`config.mk`:
```
export PLATFORM = sky130hd
export DESIGN_NAME = uart_rx_param
export DESIGN_NICKNAME = d
export VERILOG_FILES = /design/src/rtl/uart_pkg.sv /design/src/rtl/uart_baud_tick.sv /design/src/rtl/uart_rx_param.sv
export SDC_FILE = /design/constraint.sdc
export NUM_CORES = 1
export LEC_CHECK = 0
export BUFFER_PORTS_ARGS = -buffer_cell sky130_fd_sc_hd__buf_2
export CAP_MARGIN = 20
export CORE_MARGIN = 2
export CORE_UTILIZATION = 53
export DETAILED_ROUTE_END_ITERATION = 12
export GPL_ROUTABILITY_DRIVEN = 0
export PLACE_DENSITY = 0.8
export SYNTH_ARGS = -nofsm -noshare
export SYNTH_HDL_FRONTEND = slang
export SYNTH_SLANG_ARGS = --single-unit
```
`constraint.sdc`:
```
create_clock -name clk_fpga -period 2.15 [get_ports clk_fpga]
set_input_delay 0.1075 -clock clk_fpga [delete_from_list [all_inputs] [get_ports clk_fpga]]
set_output_delay 0.1075 -clock clk_fpga [all_outputs]
set_load 0.1 [all_outputs]
```
`src/rtl/uart_pkg.sv`:
```
// uart_pkg: shared UART types and elaboration helpers for the receiver and the planned transmitter.
package uart_pkg;

   typedef enum logic [2:0] {IDLE, START, DATA, PARITY, STOP} state_t;

   function automatic int calc_div(input int clk_freq, input int baud_rate, input int oversample);
      return clk_freq / (baud_rate * oversample);
   endfunction

   function automatic int calc_mid(input int oversample);
      return oversample / 2;
   endfunction

endpackage

```
`src/rtl/uart_baud_tick.sv`:
```
// uart_baud_tick: oversample tick divider, counts 0..DIV-1 and pulses on the last count.
module uart_baud_tick #(
   parameter int DIV = 1
)(
   input  logic clk_fpga,
   input  logic reset,
   input  logic i_clr,
   output logic o_tick
);

   localparam int CW = (DIV > 1) ? $clog2(DIV) : 1;

   logic [CW-1:0] r_cnt;
   logic          w_last;

   assign w_last = (r_cnt == CW'(DIV - 1));
   assign o_tick = !i_clr && w_last;

   always_ff @(posedge clk_fpga) begin
      if (reset || i_clr)
         r_cnt <= '0;
      else
         r_cnt <= w_last ? '0 : r_cnt + CW'(1);
   end

endmodule

```
`src/rtl/uart_rx_param.sv`:
```
// uart_rx_param: parametrised oversampling UART receiver with glitch rejection and majority vote.
// Define UART_RX_PARITY_EN to add a parity bit check (PARITY_ODD selects odd parity).
module uart_rx_param #(
   parameter int CLK_FREQ   = 100_000_000,
   parameter int BAUD_RATE  = 9_600,
   parameter int OVERSAMPLE = 16,
   parameter int DATA_BITS  = 8,
   parameter int STOP_BITS  = 1
`ifdef UART_RX_PARITY_EN
  ,parameter int PARITY_ODD = 0
`endif
)(
   input  logic                 clk_fpga,
   input  logic                 reset,
   input  logic                 rxd,
   output logic [DATA_BITS-1:0] rx_data,
   output logic                 rx_valid,
   output logic                 frame_err,
`ifdef UART_RX_PARITY_EN
   output logic                 parity_err,
`endif
   output logic                 busy
);

   import uart_pkg::*;

   localparam int DIV = calc_div(CLK_FREQ, BAUD_RATE, OVERSAMPLE);
   localparam int MID = calc_mid(OVERSAMPLE);
   localparam int SW  = $clog2(OVERSAMPLE);
   localparam int BW  = $clog2(DATA_BITS);
`ifdef UART_RX_PARITY_EN
   localparam state_t AFTER_DATA = PARITY;
`else
   localparam state_t AFTER_DATA = STOP;
`endif

   if (DIV < 1 || OVERSAMPLE < 4 || OVERSAMPLE % 2 != 0 || DATA_BITS < 5 || DATA_BITS > 9 ||
       STOP_BITS < 1 || STOP_BITS > 2) begin : g_param_chk
      $error("uart_rx_param: illegal parameter combination");
   end

   state_t                r_state, w_next;
   logic                  r_sync1, r_sync2, r_prev;
   logic                  w_rxd_s, w_clr, w_tick, w_res, w_end, w_vote, w_bad, w_exit;
   logic [SW-1:0]         r_samp;
   logic [BW-1:0]         r_bit;
   logic                  r_v0, r_v1, r_err, r_valid, r_ferr;
   logic [DATA_BITS-1:0]  r_shift, r_data;

   assign w_rxd_s   = r_sync2;
   assign w_clr     = (r_state == IDLE);
   assign w_res     = w_tick && (r_samp == SW'(MID + 1));
   assign w_end     = w_tick && (r_samp == SW'(OVERSAMPLE - 1));
   assign w_vote    = (r_v0 & r_v1) | (r_v0 & w_rxd_s) | (r_v1 & w_rxd_s);
   assign w_bad     = r_err || !w_vote;
   assign rx_data   = r_data;
   assign rx_valid  = r_valid;
   assign frame_err = r_ferr;
   assign busy      = (r_state != IDLE);

   uart_baud_tick #(.DIV(DIV)) u_tick (
      .clk_fpga (clk_fpga),
      .reset    (reset),
      .i_clr    (w_clr),
      .o_tick   (w_tick)
   );

   always_ff @(posedge clk_fpga) begin
      if (reset)
         r_state <= IDLE;
      else
         r_state <= w_next;
   end

   // Stop exits at its mid-bit vote so a start edge right after the stop bit is not missed.
   always_comb begin
      w_next = r_state;
      w_exit = 1'b0;
      case (r_state)
         IDLE:   w_next = (r_prev && !w_rxd_s) ? START : IDLE;
         START:  w_next = (w_res && w_vote) ? IDLE : (w_end ? DATA : START);
         DATA:   w_next = (w_end && r_bit == BW'(DATA_BITS - 1)) ? AFTER_DATA : DATA;
`ifdef UART_RX_PARITY_EN
         PARITY: w_next = w_end ? STOP : PARITY;
`endif
         STOP: begin
            w_exit = w_res && (r_bit == BW'(STOP_BITS - 1));
            w_next = w_exit ? IDLE : STOP;
         end
         default: w_next = IDLE;
      endcase
   end

   always_ff @(posedge clk_fpga) begin
      if (reset) begin
         r_sync1 <= 1'b1;
         r_sync2 <= 1'b1;
         r_prev  <= 1'b1;
         r_samp  <= '0;
         r_bit   <= '0;
         r_v0    <= 1'b0;
         r_v1    <= 1'b0;
         r_err   <= 1'b0;
         r_shift <= '0;
         r_data  <= '0;
         r_valid <= 1'b0;
         r_ferr  <= 1'b0;
      end else begin
         r_sync1 <= rxd;
         r_sync2 <= r_sync1;
         r_prev  <= w_rxd_s;
         r_samp  <= (w_clr || w_end) ? '0 : r_samp + SW'(w_tick);
         r_v0    <= (w_tick && r_samp == SW'(MID - 1)) ? w_rxd_s : r_v0;
         r_v1    <= (w_tick && r_samp == SW'(MID)) ? w_rxd_s : r_v1;
         r_bit   <= (w_next != r_state) ? '0 :
                    r_bit + BW'(w_end && (r_state == DATA || r_state == STOP));
         r_shift <= (r_state == DATA && w_res) ? {w_vote, r_shift[DATA_BITS-1:1]} : r_shift;
         r_err   <= (r_state == STOP) && (r_err || (w_res && !w_vote));
         r_valid <= w_exit && !w_bad;
         r_ferr  <= w_exit && w_bad;
         r_data  <= (w_exit && !w_bad) ? r_shift : r_data;
      end
   end

`ifdef UART_RX_PARITY_EN
   logic r_par, r_perr;

   assign parity_err = r_perr;

   always_ff @(posedge clk_fpga) begin
      if (reset) begin
         r_par  <= 1'b0;
         r_perr <= 1'b0;
      end else begin
         r_par  <= (r_state == PARITY && w_res) ? w_vote : r_par;
         r_perr <= w_exit && !w_bad && ((^r_shift ^ r_par) != 1'(PARITY_ODD));
      end
   end
`endif

endmodule
```
==> results of run 1 <==
[kinds of logic (layout without fill, tap and decap cells)]
kind of cell             Yosys count  count (layout)  share of synthesized area
buffers and inverters             16              37                    0.03433
adder cells (fa/ha/maj)            7               7                    0.04096
flip-flops                        44              44                     0.4241
AND/OR/NAND/NOR                  112             112                     0.3241
XOR/XNOR                          12              12                    0.05061
multiplexers                      10              10                    0.04819
AO/OA/AOI/OAI                     28              28                    0.07771
[layout make-up]
type,count,area share
Clock buffer,6,0.03518
Clock inverter,2,0.006397
Inverter,5,0.007996
Multi-Input combinational cell,169,0.4845
Sequential cell,44,0.3763
Tap cell,48,0.02559
Timing Repair Buffer,24,0.06397
[sequential cells by signal, indices dropped and copies added (netlist names), 3 cells and up]
| signal | cells |
|---|---|
| r_bit | 3 |
| r_samp | 4 |
| r_shift | 8 |
| r_state | 3 |
| rx_data | 8 |
| u_tick.r_cnt | 10 |
[stage by stage]
step	cell area (um2)	utilization	instances
2_1_floorplan	2077	-	229
3_3_place_gp	2231	0.6003	289
3_5_place_dp	2231	0.6003	289
4_1_cts	2338	0.6293	298
5_1_grt	2347	0.6317	298
6_report	2347	0.6317	298
[worst max-delay path, stage by stage, from the launching register on]
cell	delay, ps
dfxtp_2	360
inv_1	60
ha_1	140
and4bb_4	280
nand4_1	140
nor4b_2	280
ha_1	180
ha_1	150
xor2_1	150
nand2_1	60
nor3_1	110
[routing by layer]
metal	up-vias	part of all wire	wire (um)
li1	850	-	-
met1	779	0.47	1873
met2	30	0.48	1914
met3	6	0.035	139
met4	0	0.014	55
met5	-	0	0
[layout by cell type (no fill, tap or decap), drive strengths merged, types with 2 or more instances in the layout]
master    instances
a211oi            2
nand4            14
mux2i            10
dfxtp            44
nor3              8
nand2b           21
clkbuf            6
nand3             7
or2               3
and4              2
nand2            10
inv               5
xnor2             3
a21oi             9
a31oi             2
ha                6
nor2b             3
and3              5
nor4b             2
nor3b             5
nor2             23
clkinvlp          2
buf              23
xor2              9
o21ai            11
[report_power, final]
part           switching (mW)  internal [mW]  leakage (nW)  total (mW)
clock network           0.290          0.260        0.0434       0.550
logic                  0.0603         0.0261         0.464      0.0864
registers             0.00545          0.821         0.356       0.826
total                   0.355           1.11         0.863        1.46
[what timing repair did]
item,4_1_cts,5_1_grt
hold endpoints to repair,1,0
resized for setup,0,3
setup endpoints to repair,0,1
hold buffers,1,0
[how the worst min path moves through the flow]
| stage | start | end | cells after the start |
|---|---|---|---|
| 6_report | reset | r_state[0] | 2 |
| 5_1_grt | reset | r_state[0] | 2 |
| 2_1_floorplan | rxd | r_sync1 | 1 |
| 4_1_cts | reset | r_state[0] | 2 |
| 3_5_place_dp | rxd | r_sync1 | 2 |
| 3_3_place_gp | rxd | r_sync1 | 2 |
==> impl_metrics.toml, run 1 <==
[logic_synthesis]
async_flop_share = 0
avgSynthCellArea_um2 = 9.070
ys_ff_latch = 44
yosys-top-cells-area = "dfxtp_1 42%, nand2b_1 6.3%, mux2i_1 4.8%"
syn_inst = 229
synth_edf_count = 0
ys_types = 43
synth_top_area_frac = 0.4241
synth_top_area_cell = "dfxtp_1"
yosysSeqAreaShare = 0.4241
yosysMostFrequentCell = "dfxtp_1"
syn_area_um2 = 2077
synthFlopType = "dfxtp_1"
synth_top_cells_by_count = "44 x dfxtp_1, 23 x nor2_1, 21 x nand2b_1"
yosysWarningCount = 0
synth_nets = 238

[cells_and_area]
multi_input_area_um2 = 1137
regArea_um2 = 883.3
nFillCells = 327
syn2layout_area_growth_pct = 13.01
fin_nets = 258
drive_gt1_frac = 0.1760
antenna_cells = 0

[die]
coreArea_um2 = 3716
dieHeight_um = 66.60
die_w_um = 66.60
ioPinCount = 14
rows = 22
start_util = 0.5589
dieArea_um2 = 4436

[timing]
post-route-min-period_ps = 1979
fmax_ghz = 0.5054
max_slew_margin = 0.6495
period_share = 0.9203
final_hold_viol_count = 0
hold_slack_ps = 259.0
fin_setup_tns_ps = 0
drv_slew = 0
setup_ws_ps = 171.3
tightest_slew_ps = 525.7
fin_skew_ps = 11.17
setup_viol = 0

[worst_setup_path]
cp-end-kind = "register"
ff2ff_setup_slack_ps = 170
path_class = "register to register"
cp.required_ps = 2380
cp_max_fo = 7
startpoint = "u_tick.r_cnt[0]"
r2r-start = "u_tick.r_cnt[0]"
startpoint_type = "register"
endpoint = "r_bit[2]"
r2r-end = "r_bit[2]"
worstRegToRegCells = 10
critPathArrivalTime_ps = 2210

[clock_tree]
post_cts_buffers = 0
clk_pin_slew_ps = 90
cts_max_path_buffers = 2
cts_made_buffers = 5
numClockSinks = 44
cts_tree = "yes"
cts_root_buf = "clkbuf_8"
htreeDepth = 2
insertion_delay_ps = 310

[power]
vdd_drop_max_mv = 0.3486
total_leakage_power_nw = 0.8632
power.density_nw_per_um2 = 623.1
finalPower_mw = 1.463

[run_status]
status = "finished clean"

[global_route]
grt_usage = 0.2053
grt_use_met1 = 0.2450
grt_max_degree = 39
grt_pass1_vias = 1591
busiest_layer = "met2"
antenna_found_initial = 0
grt_overflow = 0
grt_pass1_wl_mm = 6.934
met2_usage = 0.3575
grt_use_met3 = 0.04561

[route]
via_per_inst = 5.587
drt_first_pass_iters = 5
drtIter0Drc = 151
wl_per_cell_um = 13.36
vias = 1665
drtAntennaViolNets = 0
drcViolationCount = 0
wl_mm = 3.982

[job]
drv_cap = 0

[place]
port_buffers = 13
preCtsSetupSlack_ps = 112.1
dpl.hpwl_mm = 2.689

[min_path]
min_path_type = "input pin to register"
Note: power is estimated with default switching activity, not from simulation.
==> run 2: changes to the inputs <==
--- a/config.mk
+++ b/config.mk
@@ -14,4 +14,5 @@
 export PLACE_DENSITY = 0.8
 export SYNTH_ARGS = -nofsm -noshare
 export SYNTH_HDL_FRONTEND = slang
+export SYNTH_HIERARCHICAL = 1
 export SYNTH_SLANG_ARGS = --single-unit
==> impl_metrics.toml, run 2 <==
[logic_synthesis]
syn_area_um2 = 1967
async_flop_share = 0
synth_edf_count = 0
syn_inst = 209
synthFlopType = "dfxtp_1"
synth_top_cells_by_count = "44 x dfxtp_1, 14 x o21ai_0, 13 x nand3_1, 13 x nor2_1, 12 x a21oi_1"
ys_types = 44
yosysWarningCount = 6
synth_nets = 218
synth_top_area_cell = "dfxtp_1"
yosysMostFrequentCell = "dfxtp_1"
ys_ff_latch = 44
yosysSeqAreaShare = 0.4478
yosys-top-cells-area = "dfxtp_1 45%, mux2i_1 4.6%, ha_1 3.8%"
synth_top_area_frac = 0.4478
avgSynthCellArea_um2 = 9.411

[worst_setup_path]
cp.required_ps = 2330
worstPathCellList = "or4b_4, nor4_4, and4_4, nand2_4, nor3_4, ha_2, ha_4, nor4b_2"
cp-end-kind = "register"
critPathArrivalTime_ps = 2410
path_class = "register to register"
crit_family = "simple AND/OR/NAND/NOR gates"
cp_max_fo = 2
path_buf_inv = 0
max_stage_delay_ps = 550
cp_slowest_cell = "or4b_4"
startpoint_type = "register"

[clock_tree]
numClockSinks = 44
cts_root_buf = "clkbuf_8"
post_cts_buffers = 0
cts_max_path_buffers = 2
cts_made_buffers = 5
clk_pin_slew_ps = 80
insertion_delay_ps = 300
htreeDepth = 2
cts_tree = "yes"

[timing]
setup_viol = 3
final_hold_viol_count = 0
rsz0062_at_grt = "true"
setup_ws_ps = -83.53
max_slew_margin = 0.5218
period_share = 1.039
hold_slack_ps = 294.0
tightest_slew_ps = 717.3
drv_slew = 0
fmax_ghz = 0.4477
post-route-min-period_ps = 2234
fin_skew_ps = 9.777

[cells_and_area]
antenna_cells = 0
stdcell_count = 286
drive_gt1_frac = 0.3403
nFillCells = 272
layout_commonest_cell = "dfxtp_1"
final_cell_mix = "43 x dfxtp_1, 15 x buf_4, 13 x nor2_1, 13 x buf_2, 10 x nor3_1"
largest_reg_flops = 10
regMostFlops = "u_tick/r_cnt"
syn2layout_area_growth_pct = 27.29
fin_nets = 246

[place]
port_buffers = 13
dpl.cell_count = 276
dpl.hpwl_mm = 2.723

[global_route]
grt_pass1_vias = 1489
grt_pass1_wl_mm = 6.665
grt_max_degree = 30
grt_usage = 0.2088
grt_overflow = 0
antenna_found_initial = 0

[die]
ioPinCount = 14
rows = 22
dieHeight_um = 64.92
start_util = 0.5455
dieArea_um2 = 4215
die_w_um = 64.92
coreArea_um2 = 3606

[route]
drcViolationCount = 0
wl_per_cell_um = 15.85
drt_first_pass_iters = 4
vias = 1692
via_per_inst = 5.916
drtAntennaViolNets = 0
drtIter0Drc = 147
wl_mm = 4.534

[job]
drv_cap = 0

[power]
vdd_drop_max_mv = 0.4241
total_leakage_power_nw = 0.9753
power.density_nw_per_um2 = 560.5

[min_path]
min_path_type = "input pin to register"

[run_status]
status = "complete, but fails checks"
violations = "setup timing"
-- run 2: area by class of cell --
| cell class | instances | area (um2) | share of cell area |
|---|---|---|---|
| tap | 48 | 60.06 | 0.02399 |
| multi-input combinational | 149 | 1205 | 0.4813 |
| clock buffer | 7 | 86.33 | 0.03448 |
| timing repair buffer | 32 | 244.0 | 0.09745 |
| inverter | 5 | 18.77 | 0.007496 |
| sequential | 44 | 882.1 | 0.3523 |
| clock inverter | 1 | 7.507 | 0.002999 |
-- run 2: repair_timing --
| item | 4_1_cts | 5_1_grt |
|---|---|---|
| hold buffers | 1 | 0 |
| pin swaps | 0 | 12 |
| gates cloned | 0 | 1 |
| hold endpoints to repair | 1 | 0 |
| gates resized for setup | 1 | 39 |
| setup endpoints to repair | 3 | 17 |
-- run 2: path summary, 6_finish.rpt --
| check | slack, ps | from | cells past startpoint | endpoint |
|---|---|---|---|---|
| worst min-delay path | 290 | reset | 2 | r_v1 |
| worst max-delay path | -80 | u_tick/r_cnt[4] | 8 | r_bit[1] |
| worst max register to register | -80 | u_tick/r_cnt[4] | 8 | r_bit[1] |
| worst min register to register | 420 | r_sync1 | 1 | r_sync2 |
-- run 2: per-stage QoR --
| step | TNS (ps) | util | power [mW] | cell area (um2) | setup WS, ps |
|---|---|---|---|---|---|
| 3_3_place_gp | -11.07 | 0.6138 | 0.8806 | 2213 | -11.07 |
| 5_1_grt | -1251 | 0.6943 | 1.456 | 2504 | -200.6 |
| 4_1_cts | -111.3 | 0.6447 | 1.414 | 2325 | -76.75 |
| 6_report | -155.7 | 0.6943 | 1.403 | 2504 | -83.53 |
| 3_5_place_dp | -95.63 | 0.6138 | 0.8812 | 2213 | -46.02 |
| 2_1_floorplan | -529.7 | - | 0.8698 | 2001 | -223.7 |
-- run 2: power by group --
part	switching, mW	total, mW	internal (mW)
Clock	0.275	0.536	0.261
Combinational	0.0337	0.0472	0.0135
Sequential	0.00207	0.820	0.818
Total	0.311	1.40	1.09
-- run 2: cell families after synthesis --
group	share of synthesized area
XOR/XNOR	0.03117
adder cells (fa/ha/maj)	0.04389
multiplexers	0.04580
AO/OA/AOI/OAI	0.1196
AND/OR/NAND/NOR	0.2754
flip-flops	0.4478
buffers and inverters	0.03626
-- run 2: worst register-to-register path: cells and delay by family (launching register included) --
family	cells	cell delay, ps
adder cells (fa/ha/maj)	2	400
flip-flops	1	330
AND/OR/NAND/NOR	6	1390
-- run 2: routing by layer --
layer | track usage | vias up | wire, um
met1 | 0.2566 | 826 | 1971
met5 | 0 | - | 0
met4 | 0.08777 | 0 | 36
met2 | 0.3351 | 35 | 2354
met3 | 0.06771 | 4 | 172
li1 | - | 827 | -
